File: config.mk
export PLATFORM = sky130hd
export DESIGN_NAME = cksum_check
export DESIGN_NICKNAME = d
export VERILOG_FILES = /design/src/rtl/cksum_check_pkg.sv /design/src/rtl/cksum_fold.sv /design/src/rtl/cksum_check.sv
export SDC_FILE = /design/constraint.sdc
export NUM_CORES = 1
export LEC_CHECK = 0
export BUFFER_PORTS_ARGS = -buffer_cell sky130_fd_sc_hd__buf_2
export CAP_MARGIN = 25
export CORE_UTILIZATION = 55
export DETAILED_ROUTE_END_ITERATION = 10
export PLACE_DENSITY = 0.82
export SYNTH_ARGS = -nofsm -noshare
export SYNTH_HDL_FRONTEND = slang
export SYNTH_HIERARCHICAL = 1
export SYNTH_SLANG_ARGS = --single-unit
File: constraint.sdc
create_clock -name clk -period 8.6 [get_ports clk]
set_input_delay 1.72 -clock clk [delete_from_list [all_inputs] [get_ports clk]]
set_output_delay 1.72 -clock clk [all_outputs]
set_load 0.01 [all_outputs]
File: src/rtl/cksum_check_pkg.sv
// cksum_check_pkg: shared widths, header size and FSM states for the
// checksum checker and the checksum generator.
package cksum_check_pkg;
   localparam int HDR_MAX_LEN = 32;
   localparam int BYTE_W      = 8;
   localparam int HALF_W      = 16;
   localparam int WORD_W      = 32;
   localparam int IDX_W       = $clog2(HDR_MAX_LEN);
   localparam int ADDR_W      = IDX_W + 1;
   typedef enum logic [2:0] {IDLE, SUM, FOLD, CHECK, DONE} state_t;
endpackage

File: src/rtl/cksum_fold.sv
// cksum_fold: end-around fold of a 32-bit one's-complement accumulator to 16 bits.
module cksum_fold
   import cksum_check_pkg::*;
(
   input  logic [WORD_W-1:0] acc,
   output logic [HALF_W-1:0] sum
);
   logic [HALF_W:0] s;
   assign s   = {1'b0, acc[WORD_W-1:HALF_W]} + {1'b0, acc[HALF_W-1:0]};
   assign sum = s[HALF_W-1:0] + {{(HALF_W-1){1'b0}}, s[HALF_W]};
endmodule

File: src/rtl/cksum_check.sv
// cksum_check: recomputes a 16-bit internet checksum over a header field
// and compares it with the checksum stored inside that field.
module cksum_check
   import cksum_check_pkg::*;
(
   input  logic                                 clk,
   input  logic                                 rst,
   input  logic                                 start_i,
   input  logic [HDR_MAX_LEN-1:0][BYTE_W-1:0]   pkt_hdr_i,
   input  logic [ADDR_W-1:0]                    field_start_i,
   input  logic [31:0]                          field_len_i,
   input  logic [ADDR_W-1:0]                    cksum_off_i,
   output logic [HALF_W-1:0]                    cksum_calc_o,
   output logic                                 ok_o,
   output logic                                 err_o,
   output logic                                 busy_o,
   output logic                                 done_o
);
   state_t              state;
   logic [ADDR_W-1:0]   addr, end_a, off, nxt;
   logic [WORD_W-1:0]   acc;
   logic [HALF_W-1:0]   stored, folded, word;
   logic [BYTE_W-1:0]   hi, lo;
   logic [32:0]         end_w;
   logic                bad;

   // 33-bit end so a huge field_len_i cannot wrap back into range
   assign end_w = 33'(field_start_i) + {1'b0, field_len_i};
   assign bad   = end_w > 33'(HDR_MAX_LEN) || cksum_off_i < field_start_i ||
                  33'(cksum_off_i) + 33'd2 > end_w || (cksum_off_i[0] ^ field_start_i[0]);
   assign nxt    = addr + ADDR_W'(1);
   assign hi     = pkt_hdr_i[addr[IDX_W-1:0]];
   assign lo     = nxt < end_a ? pkt_hdr_i[nxt[IDX_W-1:0]] : '0;
   assign word   = addr == off ? '0 : {hi, lo};
   assign busy_o = state != IDLE;
   assign done_o = state == DONE;

   cksum_fold u_fold (.acc(acc), .sum(folded));

   always_ff @(posedge clk or negedge rst) begin
      if (!rst) begin
         state        <= IDLE;
         addr         <= '0;
         end_a        <= '0;
         off          <= '0;
         acc          <= '0;
         stored       <= '0;
         cksum_calc_o <= '0;
         ok_o         <= 1'b0;
         err_o        <= 1'b0;
      end else begin
         case (state)
            IDLE: if (start_i) begin
               addr         <= field_start_i;
               end_a        <= end_w[ADDR_W-1:0];
               off          <= cksum_off_i;
               acc          <= '0;
               stored       <= '0;
               cksum_calc_o <= '0;
               ok_o         <= 1'b0;
               err_o        <= bad;
               state        <= bad ? DONE : SUM;
            end
            SUM: begin
               acc  <= acc + WORD_W'(word);
               addr <= addr + ADDR_W'(2);
               if (addr == off) stored <= {hi, lo};
               if (addr + ADDR_W'(2) >= end_a) state <= FOLD;
            end
            FOLD: begin
               acc   <= WORD_W'(acc[WORD_W-1:HALF_W]) + WORD_W'(acc[HALF_W-1:0]);
               state <= CHECK;
            end
            CHECK: begin
               cksum_calc_o <= ~folded;
               ok_o         <= stored == ~folded;
               err_o        <= 1'b0;
               state        <= DONE;
            end
            default: state <= IDLE;
         endcase
      end
   end
endmodule

Word-level counts from Yosys, hierarchy flattened
Cells that the tools add are included.

storage, ports and cells
  bits of input ports = 303
  bits in registers = 87
  logic and storage cells = 71
  output and inout bits = 20

cells by class
  equal/unequal tests = 9
  magnitude comparators = 7
  bitwise gates (word level) = 2
  add/sub/neg operators = 8
  reduce and logical (&&, ||, !) cells = 14
  muxes and demuxes = 22

operators with widths
  kind                 number
  $pmux 32 s3          1
  $bmux 8 s5           2
  $pmux 16 s2          2
  $mux 16              3
  $add 16x16->17       2
  $add 6x32->33        1
  $gt 33x6->1 const B  1
  $gt 7x33->1          1
  $add 32x16->32       1
  $mux 32              1
  $mux 8               3
  $add 16x1->16        1
  $eq 16x16->1         1
  $not 16->16          1
  $lt 5x6->1 const B   2
  $lt 6x6->1           2
  $pmux 3 s4           1
  $pmux 6 s2           1
  $reduce_and 2->1     5
  $mux 3               3
  $add 6x2->7 const B  1
  $add 6x1->6 const B  1
  $add 6x2->6 const B  1
  $eq 3x2->1 const B   2
  other kinds (14)     22

Longest topological paths before layout
  depth after elaboration = 8
  mapped depth = 23
  gate-level depth less buffers = 21

Modules after synthesis
Netlist, hierarchy kept.

modules (own cells, without submodules)
  module       area each (sq um)  cells each  sequential area each (sq um)  times used
  cksum_check  10904.2            1115        2177.1                        1
  cksum_fold   1049.8             136         0.0                           1

Worst setup path after synthesis
Ideal clock, no wire load.

  path type = register to register
  start point = register addr[0]
  end point = register acc[22]
  stages on the path, launching flop included = 24
  data arrival time = 5094 ps
  setup time = 78 ps
  data required time = 8522 ps
  buffers on the path = 2
  clock period less this slack = 5172 ps
  slack = 3428 ps
  path through = dfrtp_1 > ha_1 > xnor2_1 > buf_6 > inv_1 > ha_1 > o21a_1 > o21a_1 > o21ai_0 > nand2b_1 > a21oi_1 > nand2_1 > nor2_1 > ha_1 > fa_1 > a211oi_1 > o21a_1 > o211a_1 > o41a_1 > nor2_2 > o22ai_1 > buf_6 > or3_1 > a21oi_1

on the way
  word-level cells in the longest chain between the ends = 7
  elaborated cells between the ends (all ways) = 11
  classes of those cells = add/sub: 2; order compare: 1; eq/ne: 1; mux: 7

ends and longest elaborated chain
  item                          line               RTL
  start: declaration            cksum_check.sv:20  logic [ADDR_W-1:0] addr, end_a, off, nxt;
  start signal: assignment      cksum_check.sv:54  addr <= field_start_i;
  start signal: assignment      cksum_check.sv:66  addr <= addr + ADDR_W'(2);
  $add 6x1->6                   cksum_check.sv:31  assign nxt = addr + ADDR_W'(1);
  $bmux 8 s5                    cksum_check.sv:33  assign lo = nxt < end_a ? pkt_hdr_i[nxt[IDX_W-1:0]] : '0;
  $mux 8 (implied by the code)  cksum_check.sv:33
  $mux 8                        cksum_check.sv:33
  $mux 16 (*)                   cksum_check.sv:34  assign word = addr == off ? '0 : {hi, lo};
  $add 32x16->32 (*)            cksum_check.sv:65  acc <= acc + WORD_W'(word);
  $pmux 32 s3 (*)               cksum_check.sv:52  case (state)
  end signal: assignment        cksum_check.sv:65
  end signal: assignment        cksum_check.sv:71  acc <= WORD_W'(acc[WORD_W-1:HALF_W]) + WORD_W'(acc[HALF_W-1:0]);
  end: declaration              cksum_check.sv:21  logic [WORD_W-1:0] acc;

Mark *: on every way between the ends. The rest lies on a longest branch, timed or not. The select of a mux whose other input is x is not followed.
A chain may end at the register's enable or synchronous reset.

Final worst setup path
  start point = register addr[4]
  end point = register acc[22]

The elaborated chain is that of the path after synthesis.

==> metrics.txt <==
status complete, no violations; Critical Path Sink acc[22]$_DFFE_PN0P_; WP data arrival between 6 and 7 ns; R2R depth 19; Synth Flop Type dfrtp_1; Syn Nets around 1600; Final Util 66.9%; Switching Share 36.5%; footprint of the multi-input gates 9380 um^2; Worst-Margin Slew approximately 1.1 ns; vias in the first global route 11800; final hold vios 0; RSZ-0062 raised after global routing no; overall routing resource usage between 30% and 40%; Setup crit start addr[4]$_DFFE_PN0P_; per-cell routed wire length 23.8 um; Chip Height around 150 um; Yosys cell types 79; Max Slew Vio Count 0; final setup fails 0; pin count of the biggest net entering global routing between 60 and 70; die width about 150 um; Register Area around 2200 um^2; TNS Setup 0 ns; Top Usage Layer GRT met2; area leader, netlist mux4_2; Crit Path Category reg -> reg; FF-to-FF End acc[22]$_DFFE_PN0P_; first-pass GRT wire length roughly 65000 um; Num CTS Buffers 9; total gr overflow 0; max_cap viols 0; DP HPWL between 30000 and 40000 um; Final ANT Viol Nets 0; fin crit period ~6.6 ns; WL final between 40000 and 50000 um; CP Data Required Time slightly below 9 ns; Yosys warning count 6; maximum clock rate roughly 150 MHz; maximum clock path buffer count 2; Leak Pwr 6.38 nW; nets@finish roughly 1900; met1 global-route usage about half; drc violations 0; internal power 1.22 mW; crit path max fanout 14; Post-Syn Area per Cell about 9.6 um^2; P_sw ~700 uW; Total Die Area approximately 22000 um^2; share of cells above drive strength 1 33.3%; count leader, synth mux4_2; Seq/Total Area, Yosys 18.2%; top-area cell type share of the netlist area between 20 and 25%; Worst Hold Class reg -> reg; CTS tree done; maximum vdd ir drop approximately 120 uV; GP Congestion 1.04; ys async rst share between 90% and 100%; initial antenna violation count 8; Cell Rows 53; top cells by count, synth 131 x mux4_2, 120 x nand2_1, 106 x o21ai_0; EDFF count, synth 0; cell count after synthesis between 1000 and 1500; met2 Usage GRT between 60% and 70%; CTS Hold Buffers Added 0; met3 Usage GRT 10.3%; CP Capture Type flip-flop; CTS H-tree depth 3; pwr dens 136 nW/um^2; initial DRC count approximately 1200; Relative slew margins a little over a quarter; root buffer cell clkbuf_16; Clock Sink Count 87; Area Growth Syn to Fin 18.5%; sequential share of power 23.4%; core area approximately 21000 um^2; via-per-instance ratio 6.77; worst clock skew between 0.01 and 0.015 ns; Worst-path clk slew about 0.07 ns; first-pass iteration count of the detailed router 6; largest cells by area after synthesis mux4_2 25%, dfrtp_1 18%, ha_1 8.8%; Initial Utilization between 50% and 60%; FILL cells 1741; Mapped Area 12000 um^2; post-CTS sizing 0; reg2reg start addr[4]$_DFFE_PN0P_; reg2reg setup slack ~2 ns; combinational power share 50.7%; post-CTS setup buffer count 0; Ports between 300 and 400; period utilization between 70% and 80%; worst-skew pair later-pin latency between 0.3 and 0.4 ns; CP startpoint kind flip-flop; power share of the clock group 25.9%; Synth Register Bits 87; via count 12300; # port buffers between 300 and 400
[per-layer routing]
metal | wire length, um | vias to the layer above | part of all wire (%)
li1 | - | 5444 | -
met1 | 16600 | 5960 | 38
met2 | 20100 | 760 | 46
met3 | 4490 | 148 | 10
met4 | 2010 | 4 | 4.6
met5 | 137 | - | 0.32
[registers in the layout, indices dropped and copies added (netlist names)]
signal,count
err_o,1
off,6
cksum_calc_o,16
stored,16
ok_o,1
addr,6
state,3
acc,32
end_a,6
[placed cells by master, fill, tap and decap left out, types with 5 or more instances in the layout]
cell       count
buf_2        321
mux4_2       131
nand2_1      120
o21ai_0      106
dfrtp_1       85
ha_1          83
nor2_1        80
xnor2_1       54
nand3_1       47
a21oi_1       47
mux2i_1       46
inv_1         37
xor2_1        32
nor3_1        26
o21a_1        25
a21o_1        21
o221ai_1      18
nand4_1       17
or3_1         15
buf_4         13
and3_1        12
nand2b_1      11
a22oi_1       11
o211ai_1      11
diode_2       10
a211oi_1      10
nor2b_1        9
clkbuf_16      9
and2_1         7
or2_2          6
or4_1          6
o31ai_1        6
o21bai_1       5
nor4_1         5
[stage by stage]
step                setup slack, ns  std cells  hold slack (ns)  total power [mW]  instance area, um^2
floorplan                      3.43       1251            0.450              1.12                12000
global placement               2.42       1791            0.461              1.39                13800
detailed placement             2.34       1792            0.466              1.41                13800
CTS                            2.24       1808            0.480              1.91                14100
global route                   1.70       1815            0.498              2.01                14200
finish                         2.00       1818            0.470              1.92                14200
[worst min-delay path by stage]
stage                                            start                      endpoint  slack [ns]  cells after the start
after floorplan                   end_a[1]$_DFFE_PN0P_          end_a[1]$_DFFE_PN0P_        0.45                      2
after global routing      cksum_calc_o[14]$_DFFE_PN0P_  cksum_calc_o[14]$_DFFE_PN0P_        0.50                      2
after global placement    cksum_calc_o[14]$_DFFE_PN0P_  cksum_calc_o[14]$_DFFE_PN0P_        0.46                      2
after CTS                 cksum_calc_o[14]$_DFFE_PN0P_  cksum_calc_o[14]$_DFFE_PN0P_        0.48                      2
after detailed placement  cksum_calc_o[14]$_DFFE_PN0P_  cksum_calc_o[14]$_DFFE_PN0P_        0.47                      2
final                     cksum_calc_o[14]$_DFFE_PN0P_  cksum_calc_o[14]$_DFFE_PN0P_        0.47                      2
[power groups by stage]
stage / logic [mW] / registers (mW) / clock network, mW
CTS: 0.958 / 0.449 / 0.499
floorplan: 0.686 / 0.437 / 0
global placement: 0.938 / 0.455 / 0
global route: 1.05 / 0.452 / 0.514
detailed placement: 0.952 / 0.456 / 0
finish: 0.974 / 0.449 / 0.498
[final cells by class]
cell class	count	area share [%]
diodes	10	0.177
clock buffers	11	1.71
clock inverters	5	0.910
inverters	39	1.03
multi-input cells	1056	66.2
flip-flops and latches	87	15.4
well taps	275	2.43
repair buffers	335	12.1
[critical path: stages, from the launching register on]
cell,delay (ns)
dfrtp_1,0.77
clkinv_1,0.56
xnor2_1,0.72
clkinv_1,0.47
ha_1,0.39
o21ai_0,0.08
nand2b_1,0.07
a21oi_1,0.53
nand2_1,0.20
nor2_1,0.14
ha_1,0.20
fa_1,0.25
a211oi_1,0.10
o21a_1,0.20
o211a_1,0.22
o41a_1,0.49
nor2_2,0.16
o22ai_1,0.28
or3_1,0.46
a21oi_1,0.21
[logic make-up (layout without fill, tap and decap cells)]
group	after synthesis	after routing	synth area share, %
AND/OR/NAND/NOR	388	388	15.9
adder cells (fa/ha/maj)	88	88	9.46
flip-flops	87	87	18.2
buffers and inverters	108	390	3.65
multiplexers	180	180	28.9
other	0	10	0
XOR/XNOR	89	89	6.58
AO/OA/AOI/OAI	311	311	17.3
(Power assumes the default switching activity.)
